**config.mk**
```make
export PLATFORM = sky130hd
export DESIGN_NAME = ext_accumulator
export DESIGN_NICKNAME = d
export VERILOG_FILES = /design/src/rtl/ext_pkg.sv /design/src/rtl/ext_accumulator.sv
export SDC_FILE = /design/constraint.sdc
export NUM_CORES = 1
export LEC_CHECK = 0
export CORE_AREA = 3 3 103 105
export CTS_CLUSTER_SIZE = 10
export DETAILED_ROUTE_END_ITERATION = 6
export DIE_AREA = 0 0 106 108
export GPL_TIMING_DRIVEN = 0
export PLACE_DENSITY = 0.67
export SLEW_MARGIN = 20
export SYNTH_ARGS = -nofsm -noshare
export SYNTH_HDL_FRONTEND = slang
export SYNTH_SLANG_ARGS = --single-unit
```
**constraint.sdc**
```tcl
create_clock -name clk -period 2.93 [get_ports clk]
set_clock_uncertainty 0.1 [all_clocks]
set_input_delay 0.586 -clock clk [delete_from_list [all_inputs] [get_ports clk]]
set_output_delay 0.586 -clock clk [all_outputs]
set_load 0.03 [all_outputs]
```
**src/rtl/ext_pkg.sv**
```systemverilog
// Shared types and helpers for the extended-sample accumulator.
// Sample widening is written width-generic so any instance size can reuse it.
package ext_pkg;

    localparam int R_DEF       = 25;
    localparam int COUNT_W_DEF = 8;
    localparam int MAX_W       = 64;

    typedef enum logic [1:0] {
        IDLE  = 2'd0,
        ACCUM = 2'd1,
        HOLD  = 2'd2
    } state_t;

    // Widen the low w bits of data to MAX_W bits: sign-extend when sgn=1, else zero-fill.
    function automatic logic [MAX_W-1:0] widen(input logic [MAX_W-1:0] data,
                                               input int unsigned     w,
                                               input logic            sgn);
        logic [MAX_W-1:0] low_mask;
        logic [MAX_W-1:0] top_bit;
        logic             fill;
        low_mask = (MAX_W'(1) << w) - MAX_W'(1);
        top_bit  = MAX_W'(1) << (w - 1);
        fill     = sgn & (|(data & top_bit));
        return (data & low_mask) | (fill ? ~low_mask : '0);
    endfunction

endpackage

```
**src/rtl/ext_accumulator.sv**
```systemverilog
// Sums a programmable number of R-bit extended samples into an ACC_W-bit block sum.
// valid/ready on both sides: a transfer happens on a clock edge where valid && ready.
module ext_accumulator
    import ext_pkg::*;
#(
    parameter int  R       = R_DEF,
    parameter int  COUNT_W = COUNT_W_DEF,
    localparam int ACC_W   = R + COUNT_W
) (
    input  logic               clk,
    input  logic               rst_n,
    input  logic               in_valid,
    output logic               in_ready,
    input  logic [R-1:0]       in_data,
    input  logic               in_signed,
    input  logic [COUNT_W-1:0] len,
    output logic               out_valid,
    input  logic               out_ready,
    output logic [ACC_W-1:0]   out_sum,
    output logic               out_signed
);

    state_t             state;
    state_t             state_nxt;
    logic [ACC_W-1:0]   acc;
    logic [COUNT_W-1:0] cnt;
    logic [COUNT_W-1:0] tgt;
    logic               mode;

    logic               accept;
    logic               fire;
    logic               start;
    logic [COUNT_W-1:0] tgt_in;
    logic [ACC_W-1:0]   first_wide;
    logic [ACC_W-1:0]   next_wide;

    assign accept = in_valid && in_ready;
    assign fire   = out_valid && out_ready;
    // A sample accepted outside ACCUM always opens a new block (IDLE, or HOLD while firing).
    assign start  = accept && (state != ACCUM);
    assign tgt_in = (len == '0) ? COUNT_W'(1) : len;

    assign first_wide = ACC_W'(widen(MAX_W'(in_data), R, in_signed));
    assign next_wide  = ACC_W'(widen(MAX_W'(in_data), R, mode));

    always_comb begin
        state_nxt  = state;
        in_ready   = 1'b1;
        out_valid  = 1'b0;
        out_sum    = acc;
        out_signed = mode;
        unique case (state)
            IDLE: begin
                if (accept) state_nxt = (tgt_in == COUNT_W'(1)) ? HOLD : ACCUM;
            end
            ACCUM: begin
                if (accept && (cnt + COUNT_W'(1) == tgt)) state_nxt = HOLD;
            end
            HOLD: begin
                out_valid = 1'b1;
                in_ready  = out_ready;
                if (fire) begin
                    if (accept) state_nxt = (tgt_in == COUNT_W'(1)) ? HOLD : ACCUM;
                    else        state_nxt = IDLE;
                end
            end
            default: state_nxt = IDLE;
        endcase
    end

    always_ff @(posedge clk or negedge rst_n) begin
        if (!rst_n) begin
            state <= IDLE;
            acc   <= '0;
            cnt   <= '0;
            tgt   <= COUNT_W'(1);
            mode  <= 1'b0;
        end else begin
            state <= state_nxt;
            if (start) begin
                tgt  <= tgt_in;
                mode <= in_signed;
                acc  <= first_wide;
                cnt  <= COUNT_W'(1);
            end else if (accept) begin
                // Modulo 2^ACC_W; the extra COUNT_W bits make overflow impossible.
                acc <= acc + next_wide;
                cnt <= cnt + COUNT_W'(1);
            end
        end
    end

endmodule

```
==> results of run 1 <==
-- cell families (layout without fill, tap and decap cells) --
kind of cell    count (synthesis)  after routing  synth area share [%]
mux                            14             14                  3.53
buf+inv                        37            137                  3.85
xor+xnor                       38             38                  7.76
compound gates                173            173                  27.2
simple gates                  154            154                  17.2
flops                          52             52                  30.4
fa+ha+maj                      34             34                  10.1
-- layout make-up --
type,instances,area share [%]
multi-input combinational,413,54.7
inverter,10,0.692
sequential,52,22.5
tap,133,2.87
buffer,23,2.18
timing repair buffer,96,15.4
clock inverter,2,0.259
clock buffer,6,1.43
-- power by group --
part / total (mW) / internal [mW] / switching [mW]
Sequential: 1.40 / 1.05 / 0.353
Combinational: 4.89 / 2.28 / 2.61
Clock: 0.468 / 0.192 / 0.275
Total: 6.76 / 3.53 / 3.24
-- registers in the layout, summed over array words and instances, names as in the netlist --
register,count
out_sum,33
cnt,8
tgt,8
state,2
out_signed,1
-- worst max-delay path, delay by kind of cell --
| kind | cells | cell delay (ns) |
|---|---|---|
| AO/OA/AOI/OAI | 6 | 1.02 |
| adder cells (fa/ha/maj) | 2 | 0.56 |
| AND/OR/NAND/NOR | 2 | 0.42 |
| buffers and inverters | 2 | 0.40 |
-- through the flow --
step	worst slack [ns]	std cells	cell area (sq um)
2_1_floorplan	0.0584	502	4290
3_3_place_gp	-0.812	708	5190
3_5_place_dp	-0.828	708	5180
4_1_cts	0.00706	733	5640
5_1_grt	-0.00545	735	5790
6_report	0.0658	735	5790
-- routing by layer --
metal	GRT usage, %	vias up
met5	0	-
met4	5.55	0
met3	2.69	11
met2	38.7	106
met1	30.3	2074
li1	-	2045
-- cells in the mapped netlist, types with 3 or more instances --
cell type  count  share of area [%]
mux2_2         9                2.4
nand3_1       13                1.5
o21ai_0       48                5.6
xor2_1        20                4.1
nand4_1        5               0.73
buf_2          3               0.35
a221oi_1       4               0.82
o21bai_1       3               0.53
nand2_1       68                6.0
nor3_1         6               0.70
a21o_1        12                2.1
a21oi_1       40                4.7
and3_1         7                1.0
clkbuf_1      20                1.8
o221ai_1       3               0.61
mux2i_1        5                1.2
o21ai_1        6               0.70
a22o_1        16                3.3
nor2b_1        9                1.3
nor2_1        26                2.3
ha_1          33                9.6
o211ai_1       6                1.1
a21oi_2        6                1.2
xnor2_1       18                3.7
inv_1          9               0.79
dfrtp_1       51                 30
-- worst paths after layout --
| kind | to |
|---|---|
| min | out_sum[27] |
| max | out_sum[24] |
| min in group clk | tgt[0] |
| max reg2reg | out_sum[24] |
| max in group asynchronous | out_sum[12] |
| min reg2reg | tgt[0] |
-- what timing repair did --
item | CTS | global route
pin swaps | 30 | 19
buffers inserted | 19 | 4
resized for setup | 55 | 26
setup endpoints to repair | 16 | 14
==> metrics.yaml, run 1 <==
worst_hold_path:
  min_path_type: "input pin to asynchronous set/reset pin"
worst_setup_path:
  crit_arrival_ns: 2.98
  crit_required_ns: 3.05
  r2r_setup_slack_ns: 0.15
  crit_chain: "dlygate4sd2_1 > ha_2 > fa_2 > a21oi_4 > o21ai_2 > nand2_2 > a41o_1 > buf_4 > a211oi_2 > or3_1 > a32o_1 > a22o_1"
  crit_path_start: "in_data[0]"
  end_kind: "register"
  slowest_delay_ns: 0.37
  startpoint_type: "input pin"
  setup.worst_path.class: "input pin to register"
  r2r_start: "out_sum[0]"
  cp_slowest_cell: "fa_2"
  reg2reg_depth: 11
  path_max_fanout: 3
synthesis:
  yosysSeqAreaShare_pct: 30.4
  synthCells: 502
  avgSynthCellArea_sq_um: 8.54
  yosysWarnings: 0
  ys_seq_elements: 52
  synth_area_sq_um: 4290
  synth_edf_count: 0
  async_flop_share_pct: 100
  synth_nets: 574
  synth_cell_types: 67
  synthFlopType: "dfrtp_1"
layout:
  num_antenna_cells: 0
  multiInputGateArea_sq_um: 3160
  syn_to_final_growth_pct: 35.0
  nFillCells: 881
  layout-drive-gt1-share_pct: 17.3
  seqCellArea_sq_um: 1300
  final_common_cell: "nand2_1"
  fin_util_pct: 59.5
  fin_nets: 673
  final_cell_mix: "66 x nand2_1, 51 x dfrtp_1, 50 x clkdlybuf4s50_1"
global_route:
  antenna_found_initial: 0
  track_usage_pct: 22.5
  grt_remaining_overflow: 0
  grt_pass1_vias: 4268
  grt_max_degree: 53
  grt_first_pass_wirelength_mm: 21.0
routing:
  drt_iter0_markers: 180
  met1_length_mm: 5.74
  drt-total-wl_mm: 12.6
  met2_length_mm: 6.22
  drc: 0
  num_vias: 4236
  drtAntennaViolNets: 0
  wl_met3_um: 547
  dr.max_layer_used: "met4"
  post_drt_wl_per_cell_um: 17.2
  first_pass_iters: 4
  via_per_inst: 5.76
placed_design:
  hpwl_mm: 8.97
  portBuffers: 73
  routabilityCongestion: 0.892
outcome:
  status: "complete, no violations"
clock_network:
  clock-sinks: 52
  clockBufferDepth: 2
  cts_htree_levels: 2
  clkTransAtPathRegs_ns: 0.11
  cts_tree: "built"
  cts_hold_buf: 0
  insertion_delay_ns: 0.32
  numCtsBuffers: 5
  clock-root-buffer: "clkbuf_8"
sta:
  hold_ws_ns: 0.220
  max_freq_ghz: 0.349
  finalSetupViolations: 0
  maxSlewViolCount: 0
  slew-limit-headroom_pct: 52.0
  worst_pin_slew_ns: 0.720
  hold_viol_final: 0
  final.min_clock_period_ns: 2.86
  finalCritPeriodShare_pct: 97.8
  setup_tns_ns: 0
power:
  power_mw: 6.76
  p_leak_nw: 2.45
  ir_worst_vdd_v: 0.000546
  power_per_cell_area_nw_per_um2: 1170
floorplanning:
  rows: 36
  core-area_sq_um: 9730
  start_util_pct: 44.1
  io_pins: 74
  die_h_um: 108
  dieArea_sq_um: 11400
  die_x_um: 106
job:
  maxCapViolations: 0
(Power assumes the default switching activity.)
==> run 2, diff against run 1 <==
--- a/config.mk
+++ b/config.mk
@@ -10,6 +10,7 @@
 export DETAILED_ROUTE_END_ITERATION = 6
 export DIE_AREA = 0 0 106 108
 export GPL_TIMING_DRIVEN = 0
+export HOLD_SLACK_MARGIN = 0.15
 export PLACE_DENSITY = 0.67
 export SLEW_MARGIN = 20
 export SYNTH_ARGS = -nofsm -noshare
==> results of run 2 <==
The final DEF is identical to that of run 1; final timing and power are the same.
==> RTL change: new RTL, config.mk and constraints of run 1 <==
Make the reset (`rst_n`) synchronous in one clocked block.
--- a/src/rtl/ext_accumulator.sv
+++ b/src/rtl/ext_accumulator.sv
@@ -70,3 +70,3 @@
 
-    always_ff @(posedge clk or negedge rst_n) begin
+    always_ff @(posedge clk) begin
         if (!rst_n) begin
Check against the original RTL: differs if rst_n is asserted again (counterexample within 4 cycles, from zero or initial values and one cycle with rst_n low); with rst_n held inactive, the same outputs for 4 cycles.
==> RTL change against run 1 <==
  * Non-clock buffer count up 4
  * Design area down 1.3%
  * Critical endpoint is now out_sum[26]$_SDFFE_PN0P_
  * Worst setup slack better by 35 ps
  * Critical path depth down 1
  * Die area unchanged
  * Sequential cell count unchanged
  * Wire length up 7.0%
  * Area after synthesis down 2.5%
Power is not compared: it rests on default switching activity, and its combinational part moved more than twofold at a synthesized area within 25%.
==> RTL change: results (changes against run 1) <==
Parameter                              Value

Synth
  Yosys cell types    58 (was 67)
  Most used standard cells in the synthesized netlist    75 x sky130_fd_sc_hd__nand2_1, 63 x sky130_fd_sc_hd__a21oi_1, 52 x sky130_fd_sc_hd__dfxtp_1, 49 x sky130_fd_sc_hd__o21ai_0, 33 x sky130_fd_sc_hd__ha_1 (was 68 x sky130_fd_sc_hd__nand2_1, 51 x sky130_fd_sc_hd__dfrtp_1, 48 x sky130_fd_sc_hd__o21ai_0, 40 x sky130_fd_sc_hd__a21oi_1, 33 x sky130_fd_sc_hd__ha_1)
  Async S/R FF share, synth    0% (was 100%)
  Most area-consuming cells after synthesis    sky130_fd_sc_hd__dfxtp_1 25%, sky130_fd_sc_hd__ha_1 9.9%, sky130_fd_sc_hd__a21oi_1 7.5%, sky130_fd_sc_hd__nand2_1 6.7%, sky130_fd_sc_hd__o21ai_0 5.9% (was sky130_fd_sc_hd__dfrtp_1 30%, sky130_fd_sc_hd__ha_1 9.6%, sky130_fd_sc_hd__nand2_1 6.0%, sky130_fd_sc_hd__o21ai_0 5.6%, sky130_fd_sc_hd__a21oi_1 4.7%)
  Count of mapped cells out of synthesis    551 (was 502)

Placed design
  Weighted congestion reported at the end of routability-driven placement    0.949 (was 0.892)
  Sum of net half-perimeters after detailed placement    9530 µm (was 8970 µm)
  Post-Place Cells    757 (was 708)

Worst setup path
  CP arrival    2990 ps (was 2980 ps)
  Largest stage delay, worst path    470 ps (was 370 ps)
  Slowest-stage cell, CP    sky130_fd_sc_hd__o41ai_4 (was sky130_fd_sc_hd__fa_2)
  Critical R2R Launch    out_sum[0]$_SDFFE_PN0P_ (was out_sum[0]$_DFFE_PN0P_)
  Endpoint of the worst register-to-register path    out_sum[26]$_SDFFE_PN0P_ (was out_sum[24]$_DFFE_PN0P_)
  First element of the critical path    in_data[5] (was in_data[0])

Global routing
  First-pass GRT wire length    21700 µm (was 21000 µm)
  GRT Util Overall    23.1% (was 22.5%)
  Vias in the first global route    4310 (was 4268)

Hold path
  Classification of the worst-slack hold path    register to register (was primary input to async pin)

Timing
  Final Hold Slack    383 ps (was 220 ps)
  Transition time at the pin with the least slew margin    735 ps (was 720 ps)

Status
  Outcome    complete, no violations (unchanged)

Layout
  Layout fillers    922 (was 881)
  Layout cell share with drive strength beyond 1    14.5% (was 17.3%)
  Number of nets in the finished design    721 (was 673)
  Final standard cell count with taps included and fillers excluded    783 (was 735)

Detailed routing
  First DRT Iteration DRCs    196 (was 180)
  Total wire length after detailed routing    13500 µm (was 12600 µm)
  Total via count after detailed routing    4499 (was 4236)
==> RTL change: stage by stage <==
step	TNS (ps)	instance area (µm²)	setup slack (ps)	util, %
2_1_floorplan	0	4180	0.544	-
3_3_place_gp	-10570	5080	-766	52.2
3_5_place_dp	-12050	5080	-778	52.2
4_1_cts	0	5490	0.616	56.5
5_1_grt	-77.6	5720	-42.7	58.7
6_report	0	5720	101	58.7
==> RTL change: final cells by class <==
type | instances | area share [%]
buffer | 23 | 1.73
tap | 133 | 2.91
clock buffer | 5 | 1.20
clock inverter | 3 | 0.810
multi-input combinational | 457 | 58.2
inverter | 10 | 0.657
timing repair buffer | 100 | 16.2
sequential | 52 | 18.2
==> RTL change: kinds of logic after synthesis <==
family | count (synthesis) | synth area share, %
compound gates | 209 | 33.0
xor+xnor | 37 | 7.75
fa+ha+maj | 34 | 10.4
buf+inv | 42 | 3.89
flops | 52 | 24.9
mux | 1 | 0.239
simple gates | 176 | 19.8
==> RTL change: power breakdown <==
part           switching [mW]  internal (mW)
Sequential             0.0558          0.758
Clock                   0.278          0.260
Combinational           0.579          0.465
Total                   0.913           1.48
==> RTL change: repair_timing <==
action	in CTS	in global routing
setup buffers	16	11
resized for setup	50	46
pin swaps	26	28
setup endpoints to repair	14	15
==> RTL change: layer usage <==
metal,vias up,track usage [%],share of wire [%]
li1,2199,-,-
met1,2150,30.8,46
met2,132,40.3,47
met3,18,2.39,4.7
met4,0,5.55,1.8
met5,-,0,0
